<file path="src/rtl/kyogenrv_avm_pkg.sv">
// Shared types and constants for the KyogenRV dmem -> Avalon-MM bridge.
package kyogenrv_avm_pkg;

  typedef enum logic [2:0] {
    ST_IDLE    = 3'd0,
    ST_RD_CMD  = 3'd1,
    ST_RD_DATA = 3'd2,
    ST_WR_CMD  = 3'd3,
    ST_RESP    = 3'd4
  } bridge_state_e;

  localparam int unsigned TIMEOUT_CYC_DEFAULT = 255;

  // Wide enough for any sensible data width; callers slice off DATA_W/8 lanes.
  localparam int unsigned              BE_MAX_W    = 64;
  localparam logic [BE_MAX_W-1:0]      BE_ALL_ONES = '1;

endpackage

</file>
<file path="src/rtl/kyogenrv_avm_timeout.sv">
// Saturating busy-cycle counter; expire flags the cycle that completes the
// TIMEOUT_CYC-th busy cycle so the caller can abort on that edge.
module kyogenrv_avm_timeout
  import kyogenrv_avm_pkg::*;
#(
  parameter int unsigned TIMEOUT_CYC = TIMEOUT_CYC_DEFAULT
) (
  input  logic clock,
  input  logic reset_n,
  input  logic clear,
  input  logic enable,
  output logic expire
);

  localparam int unsigned       CNT_W = (TIMEOUT_CYC < 2) ? 1 : $clog2(TIMEOUT_CYC + 1);
  localparam logic [CNT_W-1:0]  LIMIT = CNT_W'(TIMEOUT_CYC);
  localparam logic [CNT_W-1:0]  LAST  = (TIMEOUT_CYC == 0) ? '0 : CNT_W'(TIMEOUT_CYC - 1);

  logic [CNT_W-1:0] count;

  // Count busy cycles, holding at LIMIT so the value can never wrap to zero.
  always_ff @(posedge clock or negedge reset_n) begin
    if (!reset_n) begin
      count <= '0;
    end else if (clear) begin
      count <= '0;
    end else if (enable && (count != LIMIT)) begin
      count <= count + CNT_W'(1);
    end
  end

  // A zero limit disables the abort entirely.
  assign expire = (TIMEOUT_CYC != 0) && enable && (count >= LAST);

endmodule

</file>
<file path="src/rtl/kyogenrv_avm_dmem_bridge.sv">
// KyogenRV data-memory req/ack port to a single Avalon-MM master.
// One transaction in flight; a hung slave is aborted by the timeout counter.
//
//   state      | meaning
//   -----------+----------------------------------------------------------
//   ST_IDLE    | no transaction; write request wins over read request
//   ST_RD_CMD  | avm_read asserted, waiting for slave to drop waitrequest
//   ST_RD_DATA | read accepted, waiting for readdatavalid
//   ST_WR_CMD  | avm_write asserted, waiting for slave to drop waitrequest
//   ST_RESP    | single cycle: ack (and maybe bus_error) presented to CPU
module kyogenrv_avm_dmem_bridge
  import kyogenrv_avm_pkg::*;
#(
  parameter int unsigned ADDR_W      = 32,
  parameter int unsigned DATA_W      = 32,
  parameter int unsigned TIMEOUT_CYC = TIMEOUT_CYC_DEFAULT,
  parameter bit          ALIGN_ADDR  = 1'b1
) (
  input  logic                clock,
  input  logic                reset_n,
  input  logic                cpu_r_req,
  input  logic                cpu_w_req,
  input  logic [ADDR_W-1:0]   cpu_addr,
  input  logic [DATA_W-1:0]   cpu_wdata,
  input  logic [DATA_W/8-1:0] cpu_byteenable,
  output logic                cpu_r_ack,
  output logic [DATA_W-1:0]   cpu_r_data,
  output logic                cpu_w_ack,
  output logic                cpu_waitrequest,
  output logic                cpu_bus_error,
  output logic [ADDR_W-1:0]   avm_address,
  output logic                avm_read,
  output logic                avm_write,
  output logic [DATA_W-1:0]   avm_writedata,
  output logic [DATA_W/8-1:0] avm_byteenable,
  input  logic                avm_waitrequest,
  input  logic [DATA_W-1:0]   avm_readdata,
  input  logic                avm_readdatavalid
);

  localparam int unsigned BE_W = DATA_W / 8;

  bridge_state_e     state;
  logic              expire;
  logic [ADDR_W-1:0] addr_aligned;

  // Word-align the CPU address before it is latched onto the bus.
  always_comb begin
    addr_aligned = cpu_addr;
    if (ALIGN_ADDR) begin
      addr_aligned[1:0] = 2'b00;
    end
  end

  kyogenrv_avm_timeout #(
    .TIMEOUT_CYC (TIMEOUT_CYC)
  ) u_timeout (
    .clock   (clock),
    .reset_n (reset_n),
    .clear   (state == ST_IDLE),
    .enable  ((state == ST_RD_CMD) || (state == ST_RD_DATA) || (state == ST_WR_CMD)),
    .expire  (expire)
  );

  // Released only in the response cycle so the CPU sees ack and no stall together.
  assign cpu_waitrequest = (cpu_r_req | cpu_w_req) & (state != ST_RESP);

  // Transaction FSM together with every registered bus and CPU-side output.
  always_ff @(posedge clock or negedge reset_n) begin
    if (!reset_n) begin
      state          <= ST_IDLE;
      cpu_r_ack      <= 1'b0;
      cpu_w_ack      <= 1'b0;
      cpu_bus_error  <= 1'b0;
      cpu_r_data     <= '0;
      avm_address    <= '0;
      avm_read       <= 1'b0;
      avm_write      <= 1'b0;
      avm_writedata  <= '0;
      avm_byteenable <= '0;
    end else begin
      cpu_r_ack     <= 1'b0;
      cpu_w_ack     <= 1'b0;
      cpu_bus_error <= 1'b0;
      case (state)
        ST_IDLE: begin
          if (cpu_w_req) begin
            avm_address    <= addr_aligned;
            avm_writedata  <= cpu_wdata;
            avm_byteenable <= cpu_byteenable;
            avm_write      <= 1'b1;
            state          <= ST_WR_CMD;
          end else if (cpu_r_req) begin
            avm_address    <= addr_aligned;
            avm_byteenable <= BE_ALL_ONES[BE_W-1:0];
            avm_read       <= 1'b1;
            state          <= ST_RD_CMD;
          end
        end
        ST_RD_CMD: begin
          if (!avm_waitrequest) begin
            avm_read <= 1'b0;
            state    <= ST_RD_DATA;
          end else if (expire) begin
            avm_read      <= 1'b0;
            cpu_r_data    <= '0;
            cpu_r_ack     <= 1'b1;
            cpu_bus_error <= 1'b1;
            state         <= ST_RESP;
          end
        end
        ST_RD_DATA: begin
          if (avm_readdatavalid) begin
            cpu_r_data <= avm_readdata;
            cpu_r_ack  <= 1'b1;
            state      <= ST_RESP;
          end else if (expire) begin
            cpu_r_data    <= '0;
            cpu_r_ack     <= 1'b1;
            cpu_bus_error <= 1'b1;
            state         <= ST_RESP;
          end
        end
        ST_WR_CMD: begin
          if (!avm_waitrequest) begin
            avm_write <= 1'b0;
            cpu_w_ack <= 1'b1;
            state     <= ST_RESP;
          end else if (expire) begin
            avm_write     <= 1'b0;
            cpu_w_ack     <= 1'b1;
            cpu_bus_error <= 1'b1;
            state         <= ST_RESP;
          end
        end
        ST_RESP: begin
          state <= ST_IDLE;
        end
        default: begin
          state <= ST_IDLE;
        end
      endcase
    end
  end

endmodule
</file>
<file path="config.mk">
export PLATFORM = sky130hd
export DESIGN_NAME = kyogenrv_avm_dmem_bridge
export DESIGN_NICKNAME = d
export VERILOG_FILES = /design/src/rtl/kyogenrv_avm_pkg.sv /design/src/rtl/kyogenrv_avm_timeout.sv /design/src/rtl/kyogenrv_avm_dmem_bridge.sv
export SDC_FILE = /design/constraint.sdc
export NUM_CORES = 1
export LEC_CHECK = 0
export ABC_AREA = 1
export BUFFER_PORTS_ARGS = -buffer_cell sky130_fd_sc_hd__buf_4
export CAP_MARGIN = 20
export CORE_MARGIN = 4
export CORE_UTILIZATION = 45
export CTS_BUF_LIST = sky130_fd_sc_hd__clkbuf_4
export DETAILED_ROUTE_END_ITERATION = 12
export PLACE_DENSITY = 0.88
export REMOVE_ABC_BUFFERS = 1
export SLEW_MARGIN = 20
export SYNTH_ARGS = -nofsm -noshare
export SYNTH_HDL_FRONTEND = slang
export SYNTH_SLANG_ARGS = --single-unit
</file>
<file path="constraint.sdc">
create_clock -name clock -period 1.72 [get_ports clock]
set_clock_uncertainty 0.1 [all_clocks]
set_input_delay 0.344 -clock clock [delete_from_list [all_inputs] [get_ports clock]]
set_output_delay 0.344 -clock clock [all_outputs]
set_load 0.02 [all_outputs]
</file>
Word-level counts from Yosys, hierarchy flattened
Cells that the tools add are included.
{"block": "totals", "ff_bits": 116, "in_bits": 106, "output_inout_bits": 106, "word_cells": 75}
{"block": "classes", "add_sub_neg": 1, "order_cmp": 1, "n_eq_ne": 12, "mux": 32, "bitwise": 2, "reduce_logical": 16}
{"operator": "$mux W32", "n": 5}
{"operator": "$pmux W32 S2", "n": 1}
{"operator": "$mux W3", "n": 6}
{"operator": "$mux W8", "n": 2}
{"operator": "$ne A3 B3 Y1 const B", "n": 4}
{"operator": "$pmux W3 S4", "n": 1}
{"operator": "$mux W1", "n": 11}
{"operator": "$reduce_bool A2 Y1", "n": 5}
{"operator": "$add A8 B1 Y8 const B", "n": 1}
{"operator": "$ge A8 B8 Y1 const B", "n": 1}
{"operator": "$mux W4", "n": 2}
{"operator": "$ne A2 B2 Y1 const B", "n": 4}
{"operator": "$ne A8 B8 Y1 const B", "n": 1}
{"operator": "$pmux W1 S2", "n": 4}
{"operator": "$eq A3 B2 Y1 const B", "n": 2}
{"operator": "$reduce_and A2 Y1", "n": 3}
{"operator": "$reduce_and A4 Y1", "n": 1}
{"operator": "$eq A3 B1 Y1 const B", "n": 1}
{"operator": "$logic_not A3 Y1", "n": 1}
{"operator": "$reduce_and A3 Y1", "n": 1}
{"operator": "$logic_and A1 B1 Y1", "n": 2}
{"operator": "$logic_or A1 B1 Y1", "n": 2}
{"operator": "$reduce_or A2 Y1", "n": 1}
{"operator": "$and A1 B1 Y1", "n": 1}
{"operator": "$or A1 B1 Y1", "n": 1}

Longest topological paths before layout
{"block": "logic_depth", "ltp_word": 7, "mapped_depth": 9, "depth_no_buf": 9}

Cells and area by module
From an unflattened synthesis, not the netlist that was laid out.
{"block": "unflattened", "cells_unflattened": 548, "hier_area_um2": 4784.6}
{"module": "kyogenrv_avm_dmem_bridge", "instances": 1, "cells_per_inst": 473, "area_each_um2": 4256.6, "seq_area_each_um2": 2652.5}
{"module": "kyogenrv_avm_timeout", "instances": 1, "cells_per_inst": 75, "area_each_um2": 528.0, "seq_area_each_um2": 200.2}

Worst setup path before layout
No wires, ideal clock.
{"block": "synth_timing", "kind": "flip-flop to flip-flop", "startpoint": "register u_timeout.count[0]", "endpoint": "register cpu_r_data[21]", "setup_time_ns": 0.118, "t_arrival_ns": 1.292, "required_ns": 1.502, "setup_slack_ns": 0.210, "path_stages_with_launch": 10, "path_buffers": 1, "synth_period_minus_slack_ns": 1.510, "cell_sequence": "dfrtp_1 inv_1 ha_1 nor2_1 nand3b_1 nor2_2 nand2_2 buf_6 nand3_1 nand2_1"}
{"block": "synth_via", "elab_chain_cells": 5, "word_cells_on_any_way": 6, "classes_between": "order compare (1); mux (4); reduce/logical (1)"}
{"element": "start: declaration", "line": "kyogenrv_avm_timeout.sv:19", "text": "logic [CNT_W-1:0] count;"}
{"element": "start signal: assignment", "line": "kyogenrv_avm_timeout.sv:28", "text": "count <= count + CNT_W'(1);"}
{"element": "$ge A8 B8 Y1 (*)", "line": "kyogenrv_avm_timeout.sv:33", "text": "assign expire = (TIMEOUT_CYC != 0) && enable && (count >= LAST);"}
{"element": "$logic_and A1 B1 Y1 (*)", "line": "kyogenrv_avm_timeout.sv:33"}
{"element": "$mux W32 (*)"}
{"element": "$mux W32, on equally long branches"}
{"element": "$pmux W32 S2 (*)"}
{"element": "end signal: assignment", "line": "kyogenrv_avm_dmem_bridge.sv:114", "text": "cpu_r_data <= avm_readdata;"}
{"element": "end: declaration", "line": "kyogenrv_avm_dmem_bridge.sv:27", "text": "output logic [DATA_W-1:0] cpu_r_data,"}
Every way passes the cells marked *; elsewhere a longest branch is shown, timed or not. The select of a mux whose other input is x is not followed.
A chain may end at the register's enable or synchronous reset.

Worst setup path after layout
{"block": "layout_timing", "startpoint": "register u_timeout.count[0]", "endpoint": "register cpu_r_data[23]"}
The elaborated chain is that of the path after synthesis.

==> impl_metrics.py <==
metrics = {
    "run_status": {
        "status": "finished, violations left",
        "violations": "setup timing",
    },
    "clocking": {
        "cts.sinks": 114,
        "path_clk_slew_ps": 110,
        "clkLatencyLatePin_ps": 500,
        "cts_tree": "done",
        "cts_buffers": 17,
        "clockBufferDepth": 2,
        "h-tree-depth": 4,
        "cts_root_buf": "clkbuf_4",
    },
    "timing": {
        "timing.final.crit_share": 1.05,
        "timing.final.ws_setup_ps": -93.4,
        "finalSetupViolCount": 32,
        "max_freq_ghz": 0.551,
        "max_slew_margin": 0.574,
        "min_period_ps": 1810,
        "whs_ps": 36.1,
        "worst_pin_slew_ps": 639,
        "rsz0062_at_grt": "true",
        "hold_viol_final": 0,
        "slew_violations": 0,
    },
    "synth": {
        "synth_edf_count": 0,
        "ys_seq_area_frac": 0.596,
        "yosysTopAreaCell": "dfrtp_1",
        "netlist_top_cells_area": "dfrtp_1, nand2_1, nand3_1",
        "avgSynthCellArea_um2": 8.62,
        "syn_area_mm2": 0.00478,
        "ys_seq_elements": 114,
        "synthDistinctLibCells": 27,
        "synth_flop_cell": "dfrtp_1",
        "async_reset_ff_frac": 1.00,
        "synth_top_area_share": 0.596,
        "yosysWarnings": 0,
        "syn-instance-count": 555,
    },
    "worst_hold_path": {
        "worstHoldPathType": "in2reg",
        "min_from": "cpu_byteenable[3]",
        "holdPathStages": 3,
        "min_to": "avm_byteenable[3]",
    },
    "power": {
        "ir_drop_mv": 1.03,
        "switching_power_mw": 6.08,
        "p_leak_nw": 4.42,
        "p_seq_frac": 0.335,
        "combPwrFrac": 0.500,
        "internal-power_mw": 8.07,
        "pwr-share-clk": 0.165,
        "netSwitchingFraction": 0.430,
        "cellPowerDensity_mw_per_mm2": 1730,
    },
    "global_routing": {
        "grt_max_degree": 115,
        "grtUsageMet1": 0.304,
        "antenna_found_initial": 1,
        "grtUsageTotal": 0.275,
        "grt_pass1_vias": 5524,
        "top_usage_layer": "met2",
        "use_met2": 0.474,
        "grt_use_met3": 0.0797,
        "grt_pass1_wl_um": 27500,
        "gr-total-overflow": 0,
    },
    "layout": {
        "drive_gt1_frac": 0.359,
        "fin_util": 0.792,
        "area.growth.synth_to_final_pct": 70.9,
        "instances_no_fill": 1024,
        "final_nets": 982,
    },
    "detailed_routing": {
        "ant_nets": 0,
        "wl_per_cell_um": 17.9,
        "vias_per_cell": 5.23,
        "wl_um": 18300,
        "vias": 5358,
        "drc": 0,
        "dr.pass1.iters": 8,
        "drtIter0Drc": 542,
    },
    "floorplanning": {
        "core_area_mm2": 0.0103,
        "fp.dieW_um": 111,
        "ios": 212,
        "die_y_um": 111,
        "fp.dieArea_mm2": 0.0123,
        "start_util": 0.463,
        "rows": 37,
    },
    "critical_path": {
        "path_class": "reg2reg",
        "regToRegStartpoint": "u_timeout.count[0]",
        "reg2regPathDepth": 9,
        "crit_path_end_kind": "flip-flop",
        "worstPathArrival_ps": 2100,
        "reg2reg_to": "cpu_r_data[23]",
        "worstPathMaxFanout": 8,
        "required_ps": 2000,
        "rrSetupSlack_ps": -90,
        "worstSetupStartpointType": "flip-flop",
    },
    "placed_design": {
        "io_buffers": 207,
        "gp_congestion": 0.830,
        "pre_cts_ws_ps": 59.3,
        "dp.cells": 885,
        "dp_hpwl_um": 9590,
    },
    "job": {
        "maxCapViolations": 0,
    },
}
==> layer usage <==
metal | up-vias | routed length [um]
met4 | 0 | 1060
met2 | 349 | 9330
met1 | 2519 | 6400
met3 | 96 | 1510
li1 | 2394 | -
met5 | - | 0
==> flip-flops by register name, summed over array words and instances, names as in the netlist <==
register	flops
avm_read	1
avm_write	1
cpu_r_data	32
cpu_w_ack	1
avm_writedata	32
cpu_bus_error	1
state	3
avm_address	30
avm_byteenable	4
u_timeout.count	8
cpu_r_ack	1
==> how the worst max path moves through the flow <==
stage,to,startpoint,cells after the start
after detailed placement,cpu_r_data[25],u_timeout.count[0],9
after global routing,cpu_r_data[23],u_timeout.count[0],9
final,cpu_r_data[23],u_timeout.count[0],9
after CTS,cpu_waitrequest,state[1],5
after floorplan,avm_write,state[1],8
after global placement,cpu_r_data[23],u_timeout.count[0],9
==> power by group through the flow <==
| stage | Sequential [mW] | Clock, mW | Combinational, mW |
|---|---|---|---|
| detailed placement | 4.63 | 0 | 6.29 |
| global placement | 4.55 | 0 | 6.09 |
| floorplan | 5.89 | 0 | 2.03 |
| finish | 4.74 | 2.33 | 7.08 |
| global route | 4.87 | 2.50 | 7.63 |
| CTS | 4.59 | 2.35 | 6.54 |
==> final cells by class <==
cell class / instances / area [um^2]
clock inverter: 12 / 188
tap: 136 / 170
clock buffer: 20 / 150
timing repair buffer: 326 / 2810
antenna: 1 / 2.50
multi-input combinational: 388 / 1900
inverter: 27 / 104
fill: 564 / 2140
sequential: 114 / 2850
==> kinds of logic (layout without fill, tap and decap cells) <==
logic type,count (synthesis),in the layout,share of synthesized area
other,1,3,0.000784
DFF,114,114,0.596
adders and majority gates,2,2,0.00523
buffers and inverters,54,385,0.0526
and+or+nand+nor,361,361,0.319
AOI/OAI and AO/OA,22,22,0.0248
xor gates and xnor gates,1,1,0.00183
==> through the flow <==
step           cell area [um^2]  power [mW]  setup TNS [ps]
6_report                   8180        14.1           -1130
5_1_grt                    8180        15.0           -3430
4_1_cts                    7860        13.5           -63.2
3_5_place_dp               6510        10.9               0
3_3_place_gp               6510        10.6               0
2_1_floorplan              4640        7.92          -22170
==> what timing repair did <==
item | in CTS | in global routing
endpoints found under the setup margin | 1 | 66
pin swaps | 2 | 14
hold endpoints to repair | 213 | 0
hold buffers | 98 | 0
cloned | 0 | 4
resized for setup | 4 | 51
setup buffers | 2 | 2
==> Yosys cell counts (all sizes together) (2+ instances only) <==
master  number
nor2        21
clkbuf       7
inv         27
nand3b       2
o21ai       16
dfrtp      114
nand2      260
a21oi        4
buf         20
nand3       71
ha           2
nand4        6
==> critical path, cell delays in order (launching register included) <==
cell and delay [ps]:
dfrtp_1 450, inv_2 110, ha_4 140, nor2_4 30, nand3b_1 230, nor2_4 180, nand2_4 120, clkbuf_16 200
nand3_2 70, nand2_1 80
==> cell usage in the layout (no fill, tap or decap), types with 2 or more instances in the layout <==
master	netlist	layout
o21ai_1	4	3
buf_12	0	4
buf_4	3	217
nand2_1	256	251
clkinv_1	0	3
nand3_2	6	30
clkbuf_16	0	3
nand2_2	4	6
clkbuf_4	0	20
nand2_4	0	3
nand3b_1	2	2
nor2_1	17	16
inv_1	21	19
a21oi_1	3	2
buf_6	3	3
nand4_1	6	6
dfrtp_1	114	113
nor2_4	1	4
inv_2	6	7
bufinv_16	0	5
conb_1	1	2
dlygate4sd3_1	0	98
nand3_4	0	2
nand3_1	65	39
a21oi_2	1	2
o21ai_0	12	12
clkinv_2	0	2
(Power assumes the default switching activity.)
